<file path="src/rtl/ci_sum_initiator.sv">
// Requester side of the multi-cycle custom-instruction handshake: one accelerator
// transaction per accepted command, with the result (or an error) returned on a response port.
module ci_sum_initiator #(
  parameter int FLT_DATA_WIDTH = 32,
  parameter int N_WIDTH        = 2,
  parameter int TIMEOUT_CYCLES = 1024,
  parameter int TIMER_WIDTH    = 11
) (
  input  logic                      clk,
  input  logic                      rst,
  input  logic                      cmd_valid,
  output logic                      cmd_ready,
  input  logic [N_WIDTH-1:0]        cmd_n,
  input  logic [FLT_DATA_WIDTH-1:0] cmd_x_one,
  input  logic [FLT_DATA_WIDTH-1:0] cmd_x_two,
  input  logic [FLT_DATA_WIDTH-1:0] cmd_x_three,
  output logic                      ci_clk_en,
  output logic                      ci_start,
  output logic [N_WIDTH-1:0]        ci_n,
  output logic [FLT_DATA_WIDTH-1:0] ci_x_one,
  output logic [FLT_DATA_WIDTH-1:0] ci_x_two,
  output logic [FLT_DATA_WIDTH-1:0] ci_x_three,
  input  logic                      ci_done,
  input  logic [FLT_DATA_WIDTH-1:0] ci_result,
  output logic                      rsp_valid,
  input  logic                      rsp_ready,
  output logic [FLT_DATA_WIDTH-1:0] rsp_data,
  output logic                      rsp_err,
  output logic                      busy
);

  localparam logic [N_WIDTH-1:0]     OP_RESERVED  = N_WIDTH'(3);
  localparam logic [TIMER_WIDTH-1:0] TIMEOUT_LAST = TIMER_WIDTH'(TIMEOUT_CYCLES - 1);

  typedef enum logic [1:0] {S_IDLE, S_ISSUE, S_WAIT, S_RESPOND} state_t;

  state_t                      r_state;
  state_t                      w_state_next;
  logic [N_WIDTH-1:0]          r_n;
  logic [FLT_DATA_WIDTH-1:0]   r_x_one;
  logic [FLT_DATA_WIDTH-1:0]   r_x_two;
  logic [FLT_DATA_WIDTH-1:0]   r_x_three;
  logic [TIMER_WIDTH-1:0]      r_timer;
  logic [FLT_DATA_WIDTH-1:0]   r_rsp_data;
  logic                        r_rsp_err;
  logic                        w_cmd_fire;
  logic                        w_reserved;
  logic                        w_timeout;

  assign w_cmd_fire = cmd_valid && cmd_ready;
  assign w_reserved = (cmd_n == OP_RESERVED);
  assign w_timeout  = (r_timer == TIMEOUT_LAST);

  always_ff @(posedge clk or posedge rst) begin
    if (rst) begin
      r_state <= S_IDLE;
    end else begin
      r_state <= w_state_next;
    end
  end

  always_comb begin
    w_state_next = r_state;
    case (r_state)
      S_IDLE:    if (w_cmd_fire) w_state_next = w_reserved ? S_RESPOND : S_ISSUE;
      S_ISSUE:   w_state_next = S_WAIT;
      S_WAIT:    if (ci_done || w_timeout) w_state_next = S_RESPOND;
      S_RESPOND: if (rsp_ready) w_state_next = S_IDLE;
      default:   w_state_next = S_IDLE;
    endcase
  end

  always_comb begin
    cmd_ready = (r_state == S_IDLE) && !rst;
    ci_start  = (r_state == S_ISSUE);
    ci_clk_en = (r_state == S_ISSUE) || (r_state == S_WAIT);
    busy      = (r_state == S_ISSUE) || (r_state == S_WAIT);
    rsp_valid = (r_state == S_RESPOND);
  end

  // Done wins over timeout in the same cycle; done seen outside WAIT never touches the response.
  always_ff @(posedge clk or posedge rst) begin
    if (rst) begin
      r_n        <= '0;
      r_x_one    <= '0;
      r_x_two    <= '0;
      r_x_three  <= '0;
      r_timer    <= '0;
      r_rsp_data <= '0;
      r_rsp_err  <= 1'b0;
    end else begin
      case (r_state)
        S_IDLE: begin
          if (w_cmd_fire) begin
            r_n       <= cmd_n;
            r_x_one   <= cmd_x_one;
            r_x_two   <= cmd_x_two;
            r_x_three <= cmd_x_three;
            if (w_reserved) begin
              r_rsp_data <= '0;
              r_rsp_err  <= 1'b1;
            end
          end
        end
        S_ISSUE: r_timer <= '0;
        S_WAIT: begin
          if (ci_done) begin
            r_rsp_data <= ci_result;
            r_rsp_err  <= 1'b0;
          end else if (w_timeout) begin
            r_rsp_data <= '0;
            r_rsp_err  <= 1'b1;
          end else begin
            r_timer <= r_timer + 1'b1;
          end
        end
        default: ;
      endcase
    end
  end

  assign ci_n       = r_n;
  assign ci_x_one   = r_x_one;
  assign ci_x_two   = r_x_two;
  assign ci_x_three = r_x_three;
  assign rsp_data   = r_rsp_data;
  assign rsp_err    = r_rsp_err;

endmodule

</file>
<file path="config.mk">
export PLATFORM = sky130hd
export DESIGN_NAME = ci_sum_initiator
export DESIGN_NICKNAME = d
export VERILOG_FILES = /design/src/rtl/ci_sum_initiator.sv
export SDC_FILE = /design/constraint.sdc
export NUM_CORES = 1
export LEC_CHECK = 0
export ABC_AREA = 0
export BUFFER_PORTS_ARGS = -buffer_cell sky130_fd_sc_hd__clkbuf_2
export CAP_MARGIN = 20
export CORE_ASPECT_RATIO = 1.5
export CORE_UTILIZATION = 40
export DETAILED_ROUTE_END_ITERATION = 6
export HOLD_SLACK_MARGIN = 0.12
export PLACE_DENSITY = 0.67
export SLEW_MARGIN = 20
export SYNTH_ARGS = -nofsm -noshare
export SYNTH_HDL_FRONTEND = slang
export SYNTH_SLANG_ARGS = --single-unit
export TNS_END_PERCENT = 10
</file>
<file path="constraint.sdc">
create_clock -name clk -period 7.1 [get_ports clk]
set_clock_uncertainty 0.15 [all_clocks]
set_input_delay 1.42 -clock clk [delete_from_list [all_inputs] [get_ports clk]]
set_output_delay 1.42 -clock clk [all_outputs]
set_load 0.01 [all_outputs]
</file>
# ---- Word level (Yosys, flattened, before mapping)
# Index checks and enable logic that the tools add are counted.
dict set report classes {
  add_sub_neg 1
  n_eq_ne 12
  muxes 18
  n_reduce_logical 12
}
# operator count
set op_table {}
lappend op_table {{$mux W32} 4}
lappend op_table {{$pmux W32 S2} 1}
lappend op_table {{$mux W11} 2}
lappend op_table {{$pmux W11 S2} 1}
lappend op_table {{$add A11 B1 Y11 const B} 1}
lappend op_table {{$eq A11 B10 Y1 const B} 1}
lappend op_table {{$ne A2 B2 Y1 const B} 5}
lappend op_table {{$mux W2} 4}
lappend op_table {{$pmux W2 S4} 1}
lappend op_table {{$eq A2 B2 Y1 const B} 3}
lappend op_table {{$reduce_and A3 Y1} 2}
lappend op_table {{$mux W1} 4}
lappend op_table {{$reduce_and A4 Y1} 1}
lappend op_table {{$reduce_bool A2 Y1} 2}
lappend op_table {{$ne A3 B3 Y1 const B} 1}
lappend op_table {{$eq A2 B1 Y1 const B} 1}
lappend op_table {{$logic_and A1 B1 Y1} 2}
lappend op_table {{$logic_not A2 Y1} 1}
lappend op_table {{$logic_or A1 B1 Y1} 2}
lappend op_table {{$ne A2 B1 Y1 const B} 1}
lappend op_table {{$pmux W1 S2} 1}
lappend op_table {{$reduce_and A2 Y1} 1}
lappend op_table {{$logic_not A1 Y1} 1}
dict set report totals {
  ff_bits 144
  wordCells 51
}

# ---- Depth between registers and ports, before layout
dict set report depth {
  depth_word 5
  depth_mapped 7
  ltp_nobuf 6
}

# ---- Least setup slack after synthesis
# Ideal clock, no wire load.
dict set report synth_path {
  path_kind {input -> register}
  startpoint {input port rst}
  endpoint {register r_rsp_data[0], in the netlist rsp_data[0]}
  arrival_ps 6365
  path_slack_ps 520
  stages 5
  path_cell_list {inv_1 > a21boi_0 > nor4_2 > clkbuf_1 > a22o_1}
}
dict set report synth_via {
  elab_chain_cells 5
}
# element line
set synth_lines {}
lappend synth_lines {{from (decl)} 10} ;# input logic rst,
lappend synth_lines {{$logic_not A1 Y1 (no source line)} --}
lappend synth_lines {{$logic_and A1 B1 Y1} 74} ;# cmd_ready = (r_state == S_IDLE) && !rst;
lappend synth_lines {{$logic_and A1 B1 Y1} 50} ;# assign w_cmd_fire = cmd_valid && cmd_ready;
lappend synth_lines {{$ne A2 B2 Y1 (no source line)} --}
lappend synth_lines {{$reduce_and A4 Y1 (no source line)} --}
lappend synth_lines {{to (signal assigned)} 108} ;# r_rsp_data <= ci_result;
lappend synth_lines {{to (decl)} 44} ;# logic [FLT_DATA_WIDTH-1:0] r_rsp_data;
# Every way passes these cells.
# A chain may end at the register's enable or synchronous reset.

# ---- Final worst setup path
dict set report layout_path {
  startpoint {input port rst}
  endpoint {output port cmd_ready}
}
dict set report layout_via {
  elab_chain_cells 2
}
# element line
set layout_lines {}
lappend layout_lines {{$logic_not A1 Y1 (no source line)} --}
lappend layout_lines {{$logic_and A1 B1 Y1} 74}
lappend layout_lines {{to (decl)} 12} ;# output logic cmd_ready,
# Every way passes these cells.

==> qor.yml <==
avgRoutedWirePerCell_microns: 16.6
setup.worst_path.end: "cmd_ready"
core_sq_um: 13900
cts_hold_buffers: 0
critPathCaptureType: "output port"
worst_pin_slew_ns: 0.878
crit_type: "primary input to output port"
synth_edf_count: 0
critPathLaunch: "rst"
synth_top_area_cell: "dfrtp_1"
grt_pass1_wl_mm: 21.5
numCtsBuffers: 17
track_usage: 0.189
cts_tree: "done"
fill_cells: 1139
ys_ff_latch: 144
dp.final_hpwl_mm: 10.3
clk-insertion-delay-late_ns: 0.41
path_clk_slew_ns: 0.06
areaGrowthSynthToFinish_pct: 36.3
antenna_found_initial: 0
async_flop_share: 1.00
routed-via-count: 4193
routed_via_density: 5.05
die_y_microns: 148
finalSetupViolations: 0
syn_nets: 521
cts_sinks: 144
avgSynthCellArea_sq_um: 15.0
fmax_ghz: 0.282
firstDrtPassIters: 4
port_buffers: 270
drt_iter0_drc: 110
place_congestion: 0.798
worstReg2RegEnd: "rsp_data[20]$_DFFE_PP0P_"
io_pins: 271
cts_root_buffer: "clkbuf_16"
drtAntennaViolNets: 0
drc_errors: 0
relSlewSlack: 0.415
synth_area_sq_um: 5680
htreeDepth: 4
regToRegSetupSlack_ns: 4.62
yosysUniqueCellTypes: 44
ir_drop_mv: 0.190
ff2ff_path_depth: 6
initial_core_util: 0.408
yosys-top-cells-area: "dfrtp_1, mux2_2, a22o_1, ha_1, nand2_1"
hp-class: "register to register"
dieArea_sq_um: 14700
n_antenna_cell: 0
clockBufferDepth: 2
rsz0062_at_grt: "no"
fin_tns_setup_ns: 0
required_ns: 5.53
cts_resized: 0
drive_gt1_frac: 0.618
ys_top_cells_by_count: "dfrtp_1, mux2_2, a22o_1"
finalHoldViolations: 0
cts_setup_buffers: 0
crit_arrival_ns: 1.97
grt.overflow.total: 0
rows: 53
holdCritStartpoint: "rsp_data[15]$_DFFE_PP0P_"
wirelength_mm: 13.8
slew_violations: 0
rr_startpoint: "r_state[0]$_DFFE_PP0P_"
fin_crit_sh: 0.499
critPathLaunchType: "primary input"
yosysMostFrequentCell: "dfrtp_1"
maxCapViolCount: 0
finalPower_mw: 3.54
grt_pass1_vias: 4379
netlist_instances: 380
leakagePower_nw: 4.03
powerDensity_nw_per_um2: 457
status: "finished, final reports clean"
layout.nets: 793
hold_ws_ns: 0.346
timing.final.crit_period_ns: 3.54
cp_max_fo: 2
ys_seq_area_frac: 0.634
yosysTopAreaCellShare: 0.634
yosys_warnings: 0
synth_ff_type: "dfrtp_1"
die_w_microns: 99.3
grt_start_max_net_pins: 96
[layout by cell type, fill, tap and decap left out, types with 2 or more instances in the layout]
master | Yosys | layout
nor2_1 | 2 | 2
buf_4 | 1 | 2
nand3_1 | 6 | 6
dfrtp_1 | 144 | 144
a21boi_0 | 3 | 3
clkinvlp_4 | 0 | 5
o41ai_1 | 2 | 2
clkinv_2 | 0 | 2
nand2_1 | 13 | 12
inv_1 | 8 | 7
clkbuf_16 | 0 | 17
a22o_1 | 32 | 32
nor4_1 | 4 | 4
a211o_1 | 3 | 3
nand4_1 | 2 | 2
nand4b_1 | 2 | 2
o21ai_0 | 5 | 5
clkbuf_2 | 0 | 270
a21oi_1 | 4 | 4
mux2_2 | 99 | 99
inv_6 | 0 | 6
ha_1 | 6 | 6
nor2b_1 | 2 | 2
nor4b_1 | 2 | 2
[routing by layer]
| metal | part of all wire | wire (microns) | GRT usage | vias to the layer above |
|---|---|---|---|---|
| li1 | - | - | - | 1947 |
| met1 | 0.37 | 5070 | 0.207 | 2026 |
| met4 | 0.029 | 397 | 0.0963 | 0 |
| met2 | 0.54 | 7450 | 0.337 | 188 |
| met5 | 0 | 0 | 0 | - |
| met3 | 0.061 | 838 | 0.0478 | 32 |
[cell type report]
class	instances	area (sq um)	area share
Clock inverter	14	130	0.0168
Timing Repair Buffer	273	1380	0.178
Sequential cell	144	3600	0.465
Inverter	9	38.8	0.00500
Multi-Input combinational cell	207	1950	0.252
Clock buffer	18	439	0.0567
Tap cell	165	206	0.0266
[sequential cells by signal (all words and copies together), names as in the netlist]
name        count
ci_n            2
r_timer        11
r_state         2
ci_x_two       32
ci_x_one       32
rsp_data       32
ci_x_three     32
rsp_err         1
[where the power goes]
group          switching [mW]  internal [mW]
registers               0.211           1.20
clock network           0.351          0.496
logic                   0.652          0.629
total                    1.21           2.33
[metrics by stage]
stage	instances	setup WS [ns]	utilization	instance area [sq um]
floorplan	380	0.520	-	5680
detailed placement	798	3.49	0.515	7180
CTS	830	3.55	0.556	7750
global route	830	3.54	0.557	7750
finish	830	3.56	0.557	7750
global placement	798	3.55	0.515	7180
[cells by family after synthesis]
logic type,after synthesis,synth area share
compound gates,63,0.0925
fa+ha+maj,6,0.0132
buf+inv,29,0.0251
flops,144,0.634
mux,99,0.196
simple gates,39,0.0392
[critical path: stages]
cell      delay (ns)
clkbuf_2        0.12
nor2b_1         0.24
clkbuf_2        0.19
[how the worst min path moves through the flow]
stage	end	depth (start not counted)
after global routing	ci_x_two[28]$_DFFE_PP0P_	1
after CTS	rsp_data[8]$_DFFE_PP0P_	1
after floorplan	r_timer[6]$_DFFE_PP0P_	1
final	rsp_data[15]$_DFFE_PP0P_	1
after global placement	ci_x_two[20]$_DFFE_PP0P_	1
after detailed placement	rsp_data[15]$_DFFE_PP0P_	1
Power figures use the tool's default switching activity.
